[src/rtl/uart_defs_pkg.sv]
// uart_defs_pkg: UART state encodings, default oversampling ratio and the
// even-parity definition shared by the receiver and the transmitter.
package uart_defs_pkg;
  localparam int OVERSAMPLE_DEF = 16;
  typedef enum logic [2:0] {
    RX_IDLE, RX_START, RX_DATA, RX_PARITY, RX_STOP, RX_WAIT_HIGH
  } rx_state_e;
  typedef enum logic [2:0] {
    TX_IDLE, TX_START, TX_DATA, TX_PARITY, TX_STOP
  } tx_state_e;
  // Even parity: XOR of data and parity bit is 0 on a good frame.
  function automatic logic even_parity(input logic [15:0] d);
    return ^d;
  endfunction
endpackage

[src/rtl/uart_sync.sv]
// uart_sync: 2-FF synchronizer with a configurable reset value.
module uart_sync #(
  parameter logic RST_VAL = 1'b1
) (
  input  logic clk_i,
  input  logic rst_i,
  input  logic d_i,
  output logic q_o
);
  logic [1:0] sync_q;
  always_ff @(posedge clk_i or posedge rst_i)
    if (rst_i) sync_q <= {2{RST_VAL}};
    else sync_q <= {sync_q[0], d_i};
  assign q_o = sync_q[1];
endmodule

[src/rtl/uart_rx.sv]
// uart_rx: 8N1 UART receiver on a 16x oversample tick, with framing-error flag.
// Define UART_RX_PARITY_EN to add an even-parity bit and o_Parity_Err.
module uart_rx
  import uart_defs_pkg::*;
#(
  parameter int Bits       = 8,
  parameter int SB_TICK    = 16,
  parameter int OVERSAMPLE = OVERSAMPLE_DEF
) (
  input  logic            i_Clock,
  input  logic            i_reset,
  input  logic            i_bd,
  input  logic            i_Rx_Serial,
  output logic [Bits-1:0] o_Rx_Byte,
  output logic            o_Rx_Done,
  output logic            o_Rx_Active,
  output logic            o_Frame_Err,
  output logic            o_Parity_Err
);
  localparam int TW = $clog2(OVERSAMPLE > SB_TICK ? OVERSAMPLE : SB_TICK);
  localparam int BW = $clog2(Bits) + 1;
  localparam logic [TW-1:0] T_HALF = TW'(OVERSAMPLE / 2 - 1);
  localparam logic [TW-1:0] T_BIT  = TW'(OVERSAMPLE - 1);
  localparam logic [TW-1:0] T_STOP = TW'(SB_TICK - 1);
`ifdef UART_RX_PARITY_EN
  localparam rx_state_e AFTER_DATA = RX_PARITY;
`else
  localparam rx_state_e AFTER_DATA = RX_STOP;
`endif
  rx_state_e       state_q, state_d;
  logic [TW-1:0]   tick_q, tick_d;
  logic [BW-1:0]   bit_q, bit_d;
  logic [Bits-1:0] shift_q, shift_d, byte_q, byte_d;
  logic            done_q, done_d, ferr_q, ferr_d, rx_s;
  uart_sync #(.RST_VAL(1'b1)) u_sync (
    .clk_i(i_Clock), .rst_i(i_reset), .d_i(i_Rx_Serial), .q_o(rx_s)
  );
`ifdef UART_RX_PARITY_EN
  logic par_q, par_d, perr_q, perr_d;
`endif
  always_comb begin
    state_d = state_q;
    tick_d  = tick_q;
    bit_d   = bit_q;
    shift_d = shift_q;
    byte_d  = byte_q;
    done_d  = 1'b0;
    ferr_d  = ferr_q;
`ifdef UART_RX_PARITY_EN
    par_d   = par_q;
    perr_d  = perr_q;
`endif
    case (state_q)
      RX_IDLE: begin
        tick_d = '0;
        if (!rx_s) state_d = RX_START;
      end
      RX_START: if (i_bd) begin
        tick_d = (tick_q == T_HALF) ? '0 : tick_q + TW'(1);
        bit_d  = '0;
        if (tick_q == T_HALF) state_d = rx_s ? RX_IDLE : RX_DATA;
      end
      RX_DATA: if (i_bd) begin
        tick_d = (tick_q == T_BIT) ? '0 : tick_q + TW'(1);
        if (tick_q == T_BIT) begin
          shift_d = {rx_s, shift_q[Bits-1:1]};
          bit_d   = bit_q + BW'(1);
          if (bit_q == BW'(Bits - 1)) state_d = AFTER_DATA;
        end
      end
`ifdef UART_RX_PARITY_EN
      RX_PARITY: if (i_bd) begin
        tick_d = (tick_q == T_BIT) ? '0 : tick_q + TW'(1);
        if (tick_q == T_BIT) begin
          par_d   = rx_s;
          state_d = RX_STOP;
        end
      end
`endif
      RX_STOP: if (i_bd) begin
        tick_d = (tick_q == T_STOP) ? '0 : tick_q + TW'(1);
        if (tick_q == T_STOP) begin
          done_d  = 1'b1;
          byte_d  = shift_q;
          ferr_d  = !rx_s;
`ifdef UART_RX_PARITY_EN
          perr_d  = even_parity(16'(shift_q)) ^ par_q;
`endif
          state_d = rx_s ? RX_IDLE : RX_WAIT_HIGH;
        end
      end
      // A held-low line must return high before a new start edge is accepted.
      RX_WAIT_HIGH: if (rx_s) state_d = RX_IDLE;
      default: state_d = RX_IDLE;
    endcase
  end
  always_ff @(posedge i_Clock or posedge i_reset)
    if (i_reset) begin
      state_q <= RX_IDLE;
      tick_q  <= '0;
      bit_q   <= '0;
      shift_q <= '0;
      byte_q  <= '0;
      done_q  <= 1'b0;
      ferr_q  <= 1'b0;
`ifdef UART_RX_PARITY_EN
      par_q   <= 1'b0;
      perr_q  <= 1'b0;
`endif
    end else begin
      state_q <= state_d;
      tick_q  <= tick_d;
      bit_q   <= bit_d;
      shift_q <= shift_d;
      byte_q  <= byte_d;
      done_q  <= done_d;
      ferr_q  <= ferr_d;
`ifdef UART_RX_PARITY_EN
      par_q   <= par_d;
      perr_q  <= perr_d;
`endif
    end
  assign o_Rx_Byte   = byte_q;
  assign o_Rx_Done   = done_q;
  assign o_Rx_Active = state_q != RX_IDLE;
  assign o_Frame_Err = ferr_q;
`ifdef UART_RX_PARITY_EN
  assign o_Parity_Err = perr_q;
`else
  assign o_Parity_Err = 1'b0;
`endif
endmodule

[config.mk]
export PLATFORM = sky130hd
export DESIGN_NAME = uart_rx
export DESIGN_NICKNAME = d
export VERILOG_FILES = /design/src/rtl/uart_defs_pkg.sv /design/src/rtl/uart_sync.sv /design/src/rtl/uart_rx.sv
export SDC_FILE = /design/constraint.sdc
export NUM_CORES = 1
export LEC_CHECK = 0
export BUFFER_PORTS_ARGS = -buffer_cell sky130_fd_sc_hd__buf_4
export CORE_MARGIN = 5
export CORE_UTILIZATION = 60
export CTS_BUF_LIST = sky130_fd_sc_hd__clkbuf_4
export DETAILED_ROUTE_END_ITERATION = 16
export PLACE_DENSITY = 0.79
export SYNTH_ARGS = -nofsm -noshare
export SYNTH_HDL_FRONTEND = slang
export SYNTH_SLANG_ARGS = --single-unit
[constraint.sdc]
create_clock -name i_Clock -period 1.8 [get_ports i_Clock]
set_input_delay 0.36 -clock i_Clock [delete_from_list [all_inputs] [get_ports i_Clock]]
set_output_delay 0.36 -clock i_Clock [all_outputs]
set_load 0.05 [all_outputs]
Yosys cells after proc, flatten, opt, wreduce, memory -nomap -nowiden

Index checks and enable logic that the tools add are counted.

Add/subtract/negate cells: 2
Eq/ne operators: 17
Muxes and demuxes: 24
Reduce and logical (&&, ||, !) cells: 11

Operators with widths:

| cell                                                  | count |
|---|---|
| 2-to-1 mux 3 bit                                      | 10 |
| 2-to-1 mux 4 bit                                      | 7 |
| inequality test 2 bit, second input constant          | 8 |
| case mux 3 bit (5 select lines)                       | 1 |
| case mux 4 bit (3 select lines)                       | 1 |
| AND reduction 3 bit                                   | 3 |
| AND reduction 9 bit                                   | 1 |
| adder 4 x 1 -> 4 bit, second input constant           | 2 |
| equality test 4 x 3 -> 1 bit, second input constant   | 2 |
| case mux 4 bit (2 select lines)                       | 1 |
| equality test 3 bit, second input constant            | 2 |
| nonzero test 3 bit                                    | 2 |
| equality test 4 bit, second input constant            | 1 |
| inequality test 2 x 1 -> 1 bit, second input constant | 2 |
| AND reduction 4 bit                                   | 1 |
| equality test 3 x 1 -> 1 bit, second input constant   | 1 |
| equality test 3 x 2 -> 1 bit, second input constant   | 1 |
| zero test 3 bit                                       | 1 |
| 2-to-1 mux 1 bit                                      | 3 |
| 2-to-1 mux 2 bit                                      | 1 |
| nonzero test 2 bit                                    | 1 |
| OR reduction 2 bit                                    | 1 |
| zero test 1 bit                                       | 1 |

Register bits after elaboration: 31
Bits of input ports: 4
Output and inout port bits: 12
Word-level logic and storage cells: 62

Longest topological paths before layout

Depth after elaboration: 5
Depth in mapped cells: 6
Mapped depth without buffers: 5

Hierarchy

From an unflattened synthesis, not the netlist that was laid out.

Cells, all modules: 125
Area, all modules: 1481.4 um^2

By module, submodules not included:

| module    | times used | cells an instance | area each (um^2) |
|---|---|---|---|
| uart_rx   | 1          | 122               | 1425.1 |
| uart_sync | 1          | 3                 | 56.3 |

Worst setup path before layout

Ideal clock, no wire load.

Path type: flip-flop to flip-flop
From: register tick_q[0]
To: register byte_q[0], in the netlist o_Rx_Byte[0]
Data arrival time: 1526 ps
Path slack: 149 ps
Stages on the path, launching flop included: 6
Buffers on the path: 1
Cells stage by stage: dfrtp_1 -> ha_1 -> nand4_1 -> nor2b_1 -> buf_2 -> mux2_2

Longest elaborated chain between the ends: 2

RTL lines:

| element                       | line           | text |
|---|---|---|
| from (decl)                   | uart_rx.sv:31  | `logic [TW-1:0] tick_q, tick_d;` |
| from (signal assigned)        | uart_rx.sv:112 | `tick_q <= tick_d;` |
| equality test 4 bit           | uart_rx.sv:82  | `if (tick_q == T_STOP) begin` |
| AND reduction 3 bit (no line) | --             |  |
| to (signal assigned)          | uart_rx.sv:115 | `byte_q <= byte_d;` |
| to (decl)                     | uart_rx.sv:33  | `logic [Bits-1:0] shift_q, shift_d, byte_q, byte_d;` |

Every way passes these cells.
A chain may end at the register's enable or synchronous reset.

Worst setup path after layout

From: register state_q[0]
To: register shift_q[6]

Longest elaborated chain between the ends: 2

RTL lines:

| element                       | line           | text |
|---|---|---|
| from (decl)                   | uart_rx.sv:30  | `rx_state_e state_q, state_d;` |
| from (signal assigned)        | uart_rx.sv:111 | `state_q <= state_d;` |
| equality test 3 x 2 -> 1 bit  | uart_rx.sv:53  | `case (state_q)` |
| AND reduction 3 bit (no line) | --             |  |
| to (signal assigned)          | uart_rx.sv:114 | `shift_q <= shift_d;` |
| to (decl)                     | uart_rx.sv:33  |  |

Every way passes these cells.

==> metrics <==
outcome=finished clean; initial DRC count=42; asr flop ratio synth=100%; top cell type's share of synthesized area=47.5%; HPWL after DPL=2070 microns; routed vias/inst=6.05; Peak Freq=568 MHz; Avg Cell Area, Syn=11.3 sq um; Max VDD drop=1.09 mV; Cell Pwr Density=1200 mW/mm^2; IO Port Bufs=14; Die H=60.4 microns; GRT overflow=0; # fillers=171; die area=0.00365 sq mm; CTS max path bufs=2; CTS buffer count=5; WL/cell=17.2 microns; critical setup path kind=reg2reg; fin crit period=1.76 ns; Setup crit end kind=flop; final hold viol count=0; Max Slew Vio Count=0; CTS tree=yes; synth top area cells=dfrtp_1, mux2_2, dfstp_2, nor2_1, buf_2; Max FO, Critical Path=5; post-synth net total=141; Final Skew=0.0115 ns; most frequent cells after synthesis=dfrtp_1, mux2_2, nor2_1; # IOs=16; Layout area overhead=22.5%; RD Place Congestion=0.833; setup violators final=0; Antenna Cells=0; most numerous cell in the Yosys netlist=dfrtp_1; layout cells sized above 1=41.8%; Clock transition at path regs=0.10 ns; LEAKAGE=0.881 nW; GRT busiest layer=met2; Final Routed Wirelength=3350 microns; Netlist cell types=39; post-route ant nets=0; global-route wire length before repair=5210 microns; vias in the first global route=1139; CTS sink cnt=31; row cnt=18; gr usage total=19.1%; period utilization=97.8%; Post-synth EDFFs=0; initial core utilization=62.2%; post-synthesis sequential area ratio=51.0%; Critical Path Max Stage Delay=0.45 ns; DR DRC count=0; root buffer selected by CTS=clkbuf_4; Hold Crit Class=in2async; vias=1179; post-route setup TNS=0 ns; Synth Warn #=0; Nets=171; final hold slack=0.119 ns; CP max-delay cell=or3b_4; initial antenna violation count=0; grt met1 use=23.7%; die width=60.4 microns; hold_buf cts=0; netlist area before placement=0.00153 sq mm; CP Launch Type=flop; Cells after Synth=135; largest area contributor in the netlist=dfrtp_1; Core Area=0.00245 sq mm; Final Util=76.2%; max-cap violations=0; routing usage on met2=33.8%; Pre-Repair DR Iteration Count=4; CP arrival=1.96 ns; CP Cell Sequence=buf_4 > or3b_4 > nor2_2 > mux2_2; met3 Usage GRT=5.11%; #FFs+latches synth=31; largest net degree at the start of global routing=32; H-tree levels=2; Req. time, crit path=2.00 ns; Worst-Skew Late Latency=0.32 ns; Pwr Total=2.24 mW; most common flop cell mapped by yosys=dfrtp_1
==> routing by layer <==
layer	vias to the layer above	part of all wire (%)
li1	556	-
met1	583	40
met2	36	53
met3	4	5.6
met4	0	1.5
met5	-	0
==> state kept, by name (all words and copies together) (netlist names) <==
register / flops
bit_q: 4
o_Frame_Err: 1
o_Rx_Byte: 8
o_Rx_Done: 1
shift_q: 8
state_q: 3
tick_q: 4
u_sync.sync_q: 2
==> kinds of logic (layout without fill, tap and decap cells) <==
family	Yosys count	in the layout	synth area share [%]
adder cells (fa/ha/maj)	4	4	2.95
AO/OA/AOI/OAI	24	24	11.1
flip-flops	31	31	51.0
other	1	1	0.246
AND/OR/NAND/NOR	46	47	17.3
buffers and inverters	10	39	3.44
multiplexers	19	19	14.0
==> placed cells by master (no fill, tap or decap), types with 2 or more instances in the layout <==
master	n
a21oi_1	3
a22oi_1	2
a32oi_1	2
and3_1	3
buf_4	27
buf_6	2
clkbuf_4	6
dfrtp_1	28
dfstp_2	2
inv_1	2
maj3_1	2
mux2_2	19
nand2_1	4
nand2b_1	4
nand3_1	6
nor2_1	9
nor2b_1	2
nor3_1	5
nor3b_1	2
o21ai_0	5
o31ai_1	4
==> cell type report <==
cell class	count	area (sq um)	share of cell area (%)
inverters	2	7.51	0.401
multi-input cells	95	731	39.1
repair buffers	30	240	12.8
flip-flops and latches	31	779	41.7
well taps	30	37.5	2.01
clock inverters	1	30.0	1.61
clock buffers	6	45.0	2.41
==> power by group <==
| group | leakage (nW) | switching [mW] | internal, mW |
|---|---|---|---|
| Sequential | 0.419 | 0.0547 | 0.752 |
| Clock | 0.0417 | 0.223 | 0.301 |
| Combinational | 0.420 | 0.482 | 0.427 |
==> worst paths after layout <==
kind	startpoint	endpoint	slack, ns	cells after the start
worst min register to register	u_sync.sync_q[0]$_DFF_PP1_	u_sync.sync_q[1]$_DFF_PP1_	0.36	0
worst min-delay path	i_reset	bit_q[3]$_DFFE_PP0P_	0.12	3
worst max register to register	state_q[0]$_DFFE_PP0P_	shift_q[6]$_DFFE_PP0P_	0.04	4
worst max-delay path	state_q[0]$_DFFE_PP0P_	shift_q[6]$_DFFE_PP0P_	0.04	4
min in group i_Clock	i_Rx_Serial	u_sync.sync_q[0]$_DFF_PP1_	0.15	1
max in group asynchronous	i_reset	u_sync.sync_q[1]$_DFF_PP1_	1.35	3
==> per-stage QoR <==
stage                     cell area, sq um  cells  setup WS [ns]
after floorplan                       1530    135          0.149
after global placement                1660    176          0.117
after detailed placement              1660    176         0.0608
after CTS                             1800    188         0.0184
after global routing                  1870    195       -0.00770
final                                 1870    195         0.0396
==> timing repair <==
item,4_1_cts,5_1_grt
pin swaps,0,2
gates cloned,0,1
gates resized for setup,6,6
setup endpoints to repair,1,17
setup buffers,5,7
==> worst max-delay path, delay by kind of cell (launching register included) <==
| kind | cells | cell delay [ns] |
|---|---|---|
| and+or+nand+nor | 2 | 0.70 |
| buffers and inverters | 1 | 0.16 |
| DFF | 1 | 0.41 |
| muxes | 1 | 0.37 |
No activity file was read; power rests on OpenSTA's default activity.
